$ cat config.mk
export PLATFORM = sky130hd
export DESIGN_NAME = dcsformer_host
export DESIGN_NICKNAME = d
export VERILOG_FILES = /design/src/rtl/dcs_pkg.sv /design/src/rtl/dcs_byte_buf.sv /design/src/rtl/dcsformer_host.sv
export SDC_FILE = /design/constraint.sdc
export NUM_CORES = 2
export LEC_CHECK = 0
export ABC_AREA = 1
export BUFFER_PORTS_ARGS = -buffer_cell sky130_fd_sc_hd__buf_2
export CAP_MARGIN = 10
export CORE_MARGIN = 10
export CORE_UTILIZATION = 30
export DETAILED_ROUTE_END_ITERATION = 16
export SLEW_MARGIN = 20
export SYNTH_ARGS = -nofsm -noshare
export SYNTH_HDL_FRONTEND = slang
export SYNTH_SLANG_ARGS = --single-unit
export TNS_END_PERCENT = 20
$ cat constraint.sdc
create_clock -name clk -period 10.3 [get_ports clk]
set_input_delay 1.03 -clock clk [delete_from_list [all_inputs] [get_ports clk]]
set_output_delay 1.03 -clock clk [all_outputs]
set_load 0.1 [all_outputs]
$ cat src/rtl/dcs_pkg.sv
`timescale 1ns/1ps
// dcs_pkg: constants and types shared by the DCSformer host, the attention
// core wrapper and its bench.
//   N_IN  : bytes per input matrix (8 tokens x 16 features)
//   N_W   : weight bytes per transaction
//   N_OUT : 32-bit result words per transaction
//   state_t : host transaction state
package dcs_pkg;

    localparam int N_IN  = 128;
    localparam int N_W   = 8;
    localparam int N_OUT = 8;

    typedef logic [7:0]  byte_t;
    typedef logic [31:0] word_t;

    typedef enum logic [2:0] {
        IDLE    = 3'd0,
        SEND_I  = 3'd1,
        WAIT_WR = 3'd2,
        SEND_W  = 3'd3,
        WAIT_O  = 3'd4,
        RECV    = 3'd5
    } state_t;

endpackage

$ cat src/rtl/dcs_byte_buf.sv
`timescale 1ns/1ps
// dcs_byte_buf: DEPTH x WIDTH register file, one synchronous write port and
// one combinational read port. A read of the entry being written in the same
// cycle returns the old contents.
//   clk, rst      : clock, asynchronous active-high reset (only used when
//                   RESET_EN=1, which clears every entry to zero)
//   we/waddr/wdata: write port
//   raddr/rdata   : combinational read port
module dcs_byte_buf #(
    parameter  int DEPTH    = 8,
    parameter  int WIDTH    = 8,
    parameter  bit RESET_EN = 1'b0,
    localparam int AW       = $clog2(DEPTH)
) (
    input  logic             clk,
    input  logic             rst,
    input  logic             we,
    input  logic [AW-1:0]    waddr,
    input  logic [WIDTH-1:0] wdata,
    input  logic [AW-1:0]    raddr,
    output logic [WIDTH-1:0] rdata
);

    logic [WIDTH-1:0] mem_q [DEPTH];

    generate
        if (RESET_EN) begin : g_rst
            // Storage with asynchronous clear to zero.
            always_ff @(posedge clk or posedge rst) begin
                if (rst) begin
                    for (int i = 0; i < DEPTH; i++) begin
                        mem_q[i] <= '0;
                    end
                end else if (we) begin
                    mem_q[waddr] <= wdata;
                end
            end
        end else begin : g_nrst
            logic unused_rst_s;
            assign unused_rst_s = rst;

            // Storage without reset; contents survive rst.
            always_ff @(posedge clk) begin
                if (we) begin
                    mem_q[waddr] <= wdata;
                end
            end
        end
    endgenerate

    assign rdata = mem_q[raddr];

endmodule

$ cat src/rtl/dcsformer_host.sv
`timescale 1ns/1ps
// dcsformer_host: transaction initiator for the DCSformer attention core.
// Holds a locally loaded 128-byte token matrix and 8-byte weight vector. A
// start pulse streams the matrix on i_valid/i_data, waits for w_ready,
// streams the weights on w_valid/w_data, then captures eight o_data words
// into a result buffer readable through rd_addr/rd_data.
//   clk, rst               : clock, asynchronous active-high reset
//   ld_en/ld_sel/ld_addr/ld_data : buffer load port (ignored while busy)
//   start, busy, done, err_timeout : transaction control/status
//   rd_addr, rd_data       : combinational result-buffer read
//   i_valid/i_data, w_valid/w_data : streams to the core
//   w_ready, o_valid/o_data : handshakes/results from the core
module dcsformer_host
    import dcs_pkg::*;
#(
    parameter logic [9:0] TIMEOUT = 10'd1023
) (
    input  logic        clk,
    input  logic        rst,
    input  logic        ld_en,
    input  logic        ld_sel,
    input  logic [6:0]  ld_addr,
    input  logic [7:0]  ld_data,
    input  logic        start,
    output logic        busy,
    output logic        done,
    output logic        err_timeout,
    input  logic [2:0]  rd_addr,
    output logic [31:0] rd_data,
    output logic        i_valid,
    output logic [7:0]  i_data,
    output logic        w_valid,
    output logic [7:0]  w_data,
    input  logic        w_ready,
    input  logic        o_valid,
    input  logic [31:0] o_data
);

    state_t      state_q, state_d;
    logic        busy_q, busy_d;
    logic        done_q, done_d;
    logic        err_q, err_d;
    logic        i_valid_q, i_valid_d;
    byte_t       i_data_q, i_data_d;
    logic        w_valid_q, w_valid_d;
    byte_t       w_data_q, w_data_d;
    logic [7:0]  icnt_q, icnt_d;
    logic [2:0]  wcnt_q, wcnt_d;
    logic [2:0]  rcnt_q, rcnt_d;
    logic [9:0]  to_q, to_d;

    logic        ld_ok_s;
    logic        in_we_s;
    logic        w_we_s;
    logic        res_we_s;
    logic [6:0]  in_raddr_s;
    logic [2:0]  w_raddr_s;
    byte_t       in_rdata_s;
    byte_t       w_rdata_s;
    byte_t       first_byte_s;
    logic [9:0]  to_inc_s;
    logic        i_last_s;
    logic        w_last_s;
    logic        r_last_s;

    // Loads are only accepted while no transaction is in flight.
    assign ld_ok_s  = ld_en & ~busy_q;
    assign in_we_s  = ld_ok_s & ~ld_sel;
    assign w_we_s   = ld_ok_s & ld_sel;

    assign i_last_s = (icnt_q == 8'(N_IN - 1));
    assign w_last_s = (wcnt_q == 3'(N_W - 1));
    assign r_last_s = (rcnt_q == 3'(N_OUT - 1));
    assign to_inc_s = to_q + 10'd1;

    // Output registers hold the byte for the current index, so the buffers
    // are read one entry ahead; the first entry is read while waiting.
    assign in_raddr_s = (state_q == IDLE) ? 7'd0 : (icnt_q[6:0] + 7'd1);
    assign w_raddr_s  = (state_q == WAIT_WR) ? 3'd0 : (wcnt_q + 3'd1);

    // A load to byte 0 in the start cycle has not reached the buffer yet,
    // so forward it straight into the first streamed byte.
    assign first_byte_s = (in_we_s && (ld_addr == 7'd0)) ? ld_data : in_rdata_s;

    dcs_byte_buf #(.DEPTH(N_IN), .WIDTH(8), .RESET_EN(1'b0)) u_in_buf (
        .clk   (clk),
        .rst   (rst),
        .we    (in_we_s),
        .waddr (ld_addr),
        .wdata (ld_data),
        .raddr (in_raddr_s),
        .rdata (in_rdata_s)
    );

    dcs_byte_buf #(.DEPTH(N_W), .WIDTH(8), .RESET_EN(1'b0)) u_w_buf (
        .clk   (clk),
        .rst   (rst),
        .we    (w_we_s),
        .waddr (ld_addr[2:0]),
        .wdata (ld_data),
        .raddr (w_raddr_s),
        .rdata (w_rdata_s)
    );

    dcs_byte_buf #(.DEPTH(N_OUT), .WIDTH(32), .RESET_EN(1'b1)) u_res_buf (
        .clk   (clk),
        .rst   (rst),
        .we    (res_we_s),
        .waddr (rcnt_q),
        .wdata (o_data),
        .raddr (rd_addr),
        .rdata (rd_data)
    );

    // Next-state, counter and output-register logic.
    always_comb begin
        state_d   = state_q;
        busy_d    = busy_q;
        done_d    = 1'b0;
        err_d     = err_q;
        i_valid_d = i_valid_q;
        i_data_d  = i_data_q;
        w_valid_d = w_valid_q;
        w_data_d  = w_data_q;
        icnt_d    = icnt_q;
        wcnt_d    = wcnt_q;
        rcnt_d    = rcnt_q;
        to_d      = to_q;
        res_we_s  = 1'b0;

        case (state_q)
            IDLE: begin
                if (start) begin
                    state_d   = SEND_I;
                    busy_d    = 1'b1;
                    err_d     = 1'b0;
                    i_valid_d = 1'b1;
                    i_data_d  = first_byte_s;
                    icnt_d    = 8'd0;
                    wcnt_d    = 3'd0;
                    rcnt_d    = 3'd0;
                    to_d      = 10'd0;
                end else begin
                    state_d = IDLE;
                end
            end
            SEND_I: begin
                if (i_last_s) begin
                    state_d   = WAIT_WR;
                    i_valid_d = 1'b0;
                    i_data_d  = 8'd0;
                    to_d      = 10'd0;
                end else begin
                    icnt_d   = icnt_q + 8'd1;
                    i_data_d = in_rdata_s;
                end
            end
            WAIT_WR: begin
                if (w_ready) begin
                    state_d   = SEND_W;
                    w_valid_d = 1'b1;
                    w_data_d  = w_rdata_s;
                    wcnt_d    = 3'd0;
                    to_d      = 10'd0;
                end else if (to_inc_s == TIMEOUT) begin
                    state_d   = IDLE;
                    busy_d    = 1'b0;
                    err_d     = 1'b1;
                    i_valid_d = 1'b0;
                    w_valid_d = 1'b0;
                    to_d      = 10'd0;
                end else begin
                    to_d = to_inc_s;
                end
            end
            SEND_W: begin
                if (w_last_s) begin
                    state_d   = WAIT_O;
                    w_valid_d = 1'b0;
                    w_data_d  = 8'd0;
                    to_d      = 10'd0;
                end else begin
                    wcnt_d   = wcnt_q + 3'd1;
                    w_data_d = w_rdata_s;
                end
            end
            WAIT_O, RECV: begin
                if (o_valid) begin
                    res_we_s = 1'b1;
                    to_d     = 10'd0;
                    if (r_last_s) begin
                        state_d = IDLE;
                        busy_d  = 1'b0;
                        done_d  = 1'b1;
                        rcnt_d  = 3'd0;
                    end else begin
                        state_d = RECV;
                        rcnt_d  = rcnt_q + 3'd1;
                    end
                end else if (to_inc_s == TIMEOUT) begin
                    state_d   = IDLE;
                    busy_d    = 1'b0;
                    err_d     = 1'b1;
                    i_valid_d = 1'b0;
                    w_valid_d = 1'b0;
                    to_d      = 10'd0;
                end else begin
                    to_d = to_inc_s;
                end
            end
            default: begin
                state_d   = IDLE;
                busy_d    = 1'b0;
                i_valid_d = 1'b0;
                w_valid_d = 1'b0;
            end
        endcase
    end

    // State, counter and output registers.
    always_ff @(posedge clk or posedge rst) begin
        if (rst) begin
            state_q   <= IDLE;
            busy_q    <= 1'b0;
            done_q    <= 1'b0;
            err_q     <= 1'b0;
            i_valid_q <= 1'b0;
            i_data_q  <= 8'd0;
            w_valid_q <= 1'b0;
            w_data_q  <= 8'd0;
            icnt_q    <= 8'd0;
            wcnt_q    <= 3'd0;
            rcnt_q    <= 3'd0;
            to_q      <= 10'd0;
        end else begin
            state_q   <= state_d;
            busy_q    <= busy_d;
            done_q    <= done_d;
            err_q     <= err_d;
            i_valid_q <= i_valid_d;
            i_data_q  <= i_data_d;
            w_valid_q <= w_valid_d;
            w_data_q  <= w_data_d;
            icnt_q    <= icnt_d;
            wcnt_q    <= wcnt_d;
            rcnt_q    <= rcnt_d;
            to_q      <= to_d;
        end
    end

    assign busy        = busy_q;
    assign done        = done_q;
    assign err_timeout = err_q;
    assign i_valid     = i_valid_q;
    assign i_data      = i_data_q;
    assign w_valid     = w_valid_q;
    assign w_data      = w_data_q;

endmodule
==> qor.yml <==
rsz0062_at_grt: "false"
overflow: 0
fin_area_sq_um: 68800
cts.clk_slew.worst_paths_ps: 60
first_pass_iters: 9
dpl.hpwl_um: 97700
min_period_ps: 5020
grt_pass1_vias: 41700
crit_fanout: 84
die_x_um: 471
syn_inst: 5929
synth-seq-cells: 1392
r2r_start: "state_q[1]"
drt_wl_total_um: 174000
viasPerCell: 5.00
area_growth_pct: 12.7
clock_sinks: 1392
die_height_um: 471
leakagePower_uw: 0.0266
numCtsBuffers: 145
path_class: "in2out"
routedWlPerCell_um: 20.1
htreeDepth: 4
synthTopCellsByArea: "edfxtp_1 54%, dfrtp_1 12%, nand3_1 7.0%"
synthArstFlopShare_pct: 21.8
tightest_slew_ps: 1100
holdBufCountCts: 0
setup_viol: 0
drtIter0Drc: 4418
grt_max_degree: 208
synth_area_leader_cell: "edfxtp_1"
initial_core_util_pct: 30.2
routabilityCongestion: 0.837
slew_viol_final: 0
max_slew_margin_pct: 26.4
core_sq_um: 202000
postCtsResizedCells: 0
grt_use_met3_pct: 2.79
clock_latency_ps: 800
yosysSeqAreaShare_pct: 66.0
dieArea_sq_um: 222000
crit_path_start_kind: "input port"
power_density_nw_per_um2: 274
ant_nets: 0
period_share_pct: 48.7
r2r_setup_slack_ps: 5410
yosys_warnings: 0
cp-end-kind: "primary output"
cts_max_path_buffers: 3
postCtsSetupBuffers: 0
fin_util_pct: 34.0
synth.cell_area_sq_um: 61100
synth.net_count: 5993
setup_tns_ps: 0
grt_usage_pct: 15.1
hold_viol: 0
vias: 43400
ys_types: 35
synth_top_area_share_pct: 53.5
drv_cap: 0
ys.flop_type: "edfxtp_1"
antenna_found_initial: 10
drc: 0
cts_tree: "built"
io_pins: 110
synth_edf_count: 1088
crit_arrival_ps: 3990
vdd_drop_max_mv: 0.260
grt_use_met2_pct: 24.1
place_area_sq_um: 64100
drive_gt1_share_pct: 7.73
groute.layer.met1.usage_pct: 20.3
numPortBuffers: 109
reg2reg_depth: 15
syn_area_per_cell_sq_um: 10.3
critPathRequiredTime_ps: 9270
nets: 5951
grt_pass1_wl_um: 264000
status: "finished clean"
clock-skew-final_ps: 30.2
rows: 165
crit_start: "rd_addr[0]"
gr-max-usage-layer: "met2"
min-delay-path-class: "in2async"
clockRootBuffer: "clkbuf_16"
fmax_ghz: 0.199
timing.rr.end: "i_data[7]"
-- Yosys cell counts, drive strengths merged (11+ instances only) --
cell type and number:
nand4 11, nor3 11, buf 186, nand3 859
or2 33, a21oi 248, nand2 842, o32ai 12
clkbuf 180, dfrtp 304, o21ai 426, a31oi 32
nor2 733, o22ai 13, nand3b 288, edfxtp 1088
inv 631
-- worst max-delay path, stage by stage --
cell and delay (ps):
buf_2 100, buf_4 290, inv_4 640, buf_4 660
nor2_1 70, o21ai_0 190, a21oi_1 60, a31oi_1 280
buf_2 490
-- logic make-up (layout without fill, tap and decap cells) --
family	Yosys count	in the layout	synth area share, %
compound gates	742	742	6.31
xor+xnor	7	7	0.100
fa+ha+maj	7	7	0.143
buf+inv	997	1071	6.48
flops	1392	1392	66.0
other cells	0	4	0
simple gates	2784	2784	21.0
-- area by class of cell --
| cell class | instances | area [sq um] |
|---|---|---|
| diodes | 4 | 10.0 |
| clock buffers | 193 | 4000 |
| clock inverters | 70 | 743 |
| fillers | 20300 | 133000 |
| inverters | 631 | 2390 |
| multi-input cells | 3540 | 16900 |
| flip-flops and latches | 1392 | 40300 |
| well taps | 2672 | 3340 |
| repair buffers | 177 | 1130 |
-- worst max-delay path by stage --
stage	cells after the start	endpoint	slack [ps]
floorplan	1	busy	870
global placement	9	rd_data[16]	5350
detailed placement	9	rd_data[1]	5350
CTS	9	rd_data[1]	5340
global route	9	rd_data[1]	5070
finish	9	rd_data[1]	5280
-- report_power, final --
group | total, uW | internal (uW) | leakage [uW] | switching, uW
clock network | 5280 | 2990 | 0.00231 | 2290
registers | 6560 | 6390 | 0.0134 | 165
logic | 7050 | 1790 | 0.0108 | 5260
-- per-stage QoR --
step | std cells | total power, uW | setup slack [ps] | hold slack, ps
3_5_place_dp | 8412 | 13700 | 5350 | 468
4_1_cts | 8675 | 18900 | 5340 | 292
6_report | 8679 | 18900 | 5280 | 331
2_1_floorplan | 5929 | 11400 | 867 | 448
5_1_grt | 8675 | 19900 | 5070 | 374
3_3_place_gp | 8412 | 13600 | 5350 | 463
-- layout by cell type, fill, tap and decap left out, types with 17 or more instances in the layout --
cell and count:
a21oi_1 248, a31oi_1 32, buf_2 101, buf_4 65
clkbuf_1 30, clkbuf_16 146, clkbuf_8 17, clkinv_1 19
clkinv_2 22, dfrtp_1 304, edfxtp_1 1088, inv_1 621
nand2_1 836, nand3_1 859, nand3b_1 288, nor2_1 713
o21ai_0 412, or2_2 33
-- routing by layer --
| metal | vias up | routed length [um] |
|---|---|---|
| met2 | 1713 | 80300 |
| met5 | - | 86 |
| met4 | 14 | 6150 |
| li1 | 20100 | - |
| met1 | 21300 | 74700 |
| met3 | 346 | 13000 |
-- state kept, by name, summed over array words and instances, names as in the netlist --
signal	count
state_q	3
u_w_buf.mem_q	64
wcnt_q	3
to_q	10
busy	1
err_timeout	1
rcnt_q	3
i_valid	1
w_valid	1
u_res_buf.mem_q	256
done	1
i_data	8
w_data	8
u_in_buf.mem_q	1024
icnt_q	8
No activity file was read; power rests on OpenSTA's default activity.
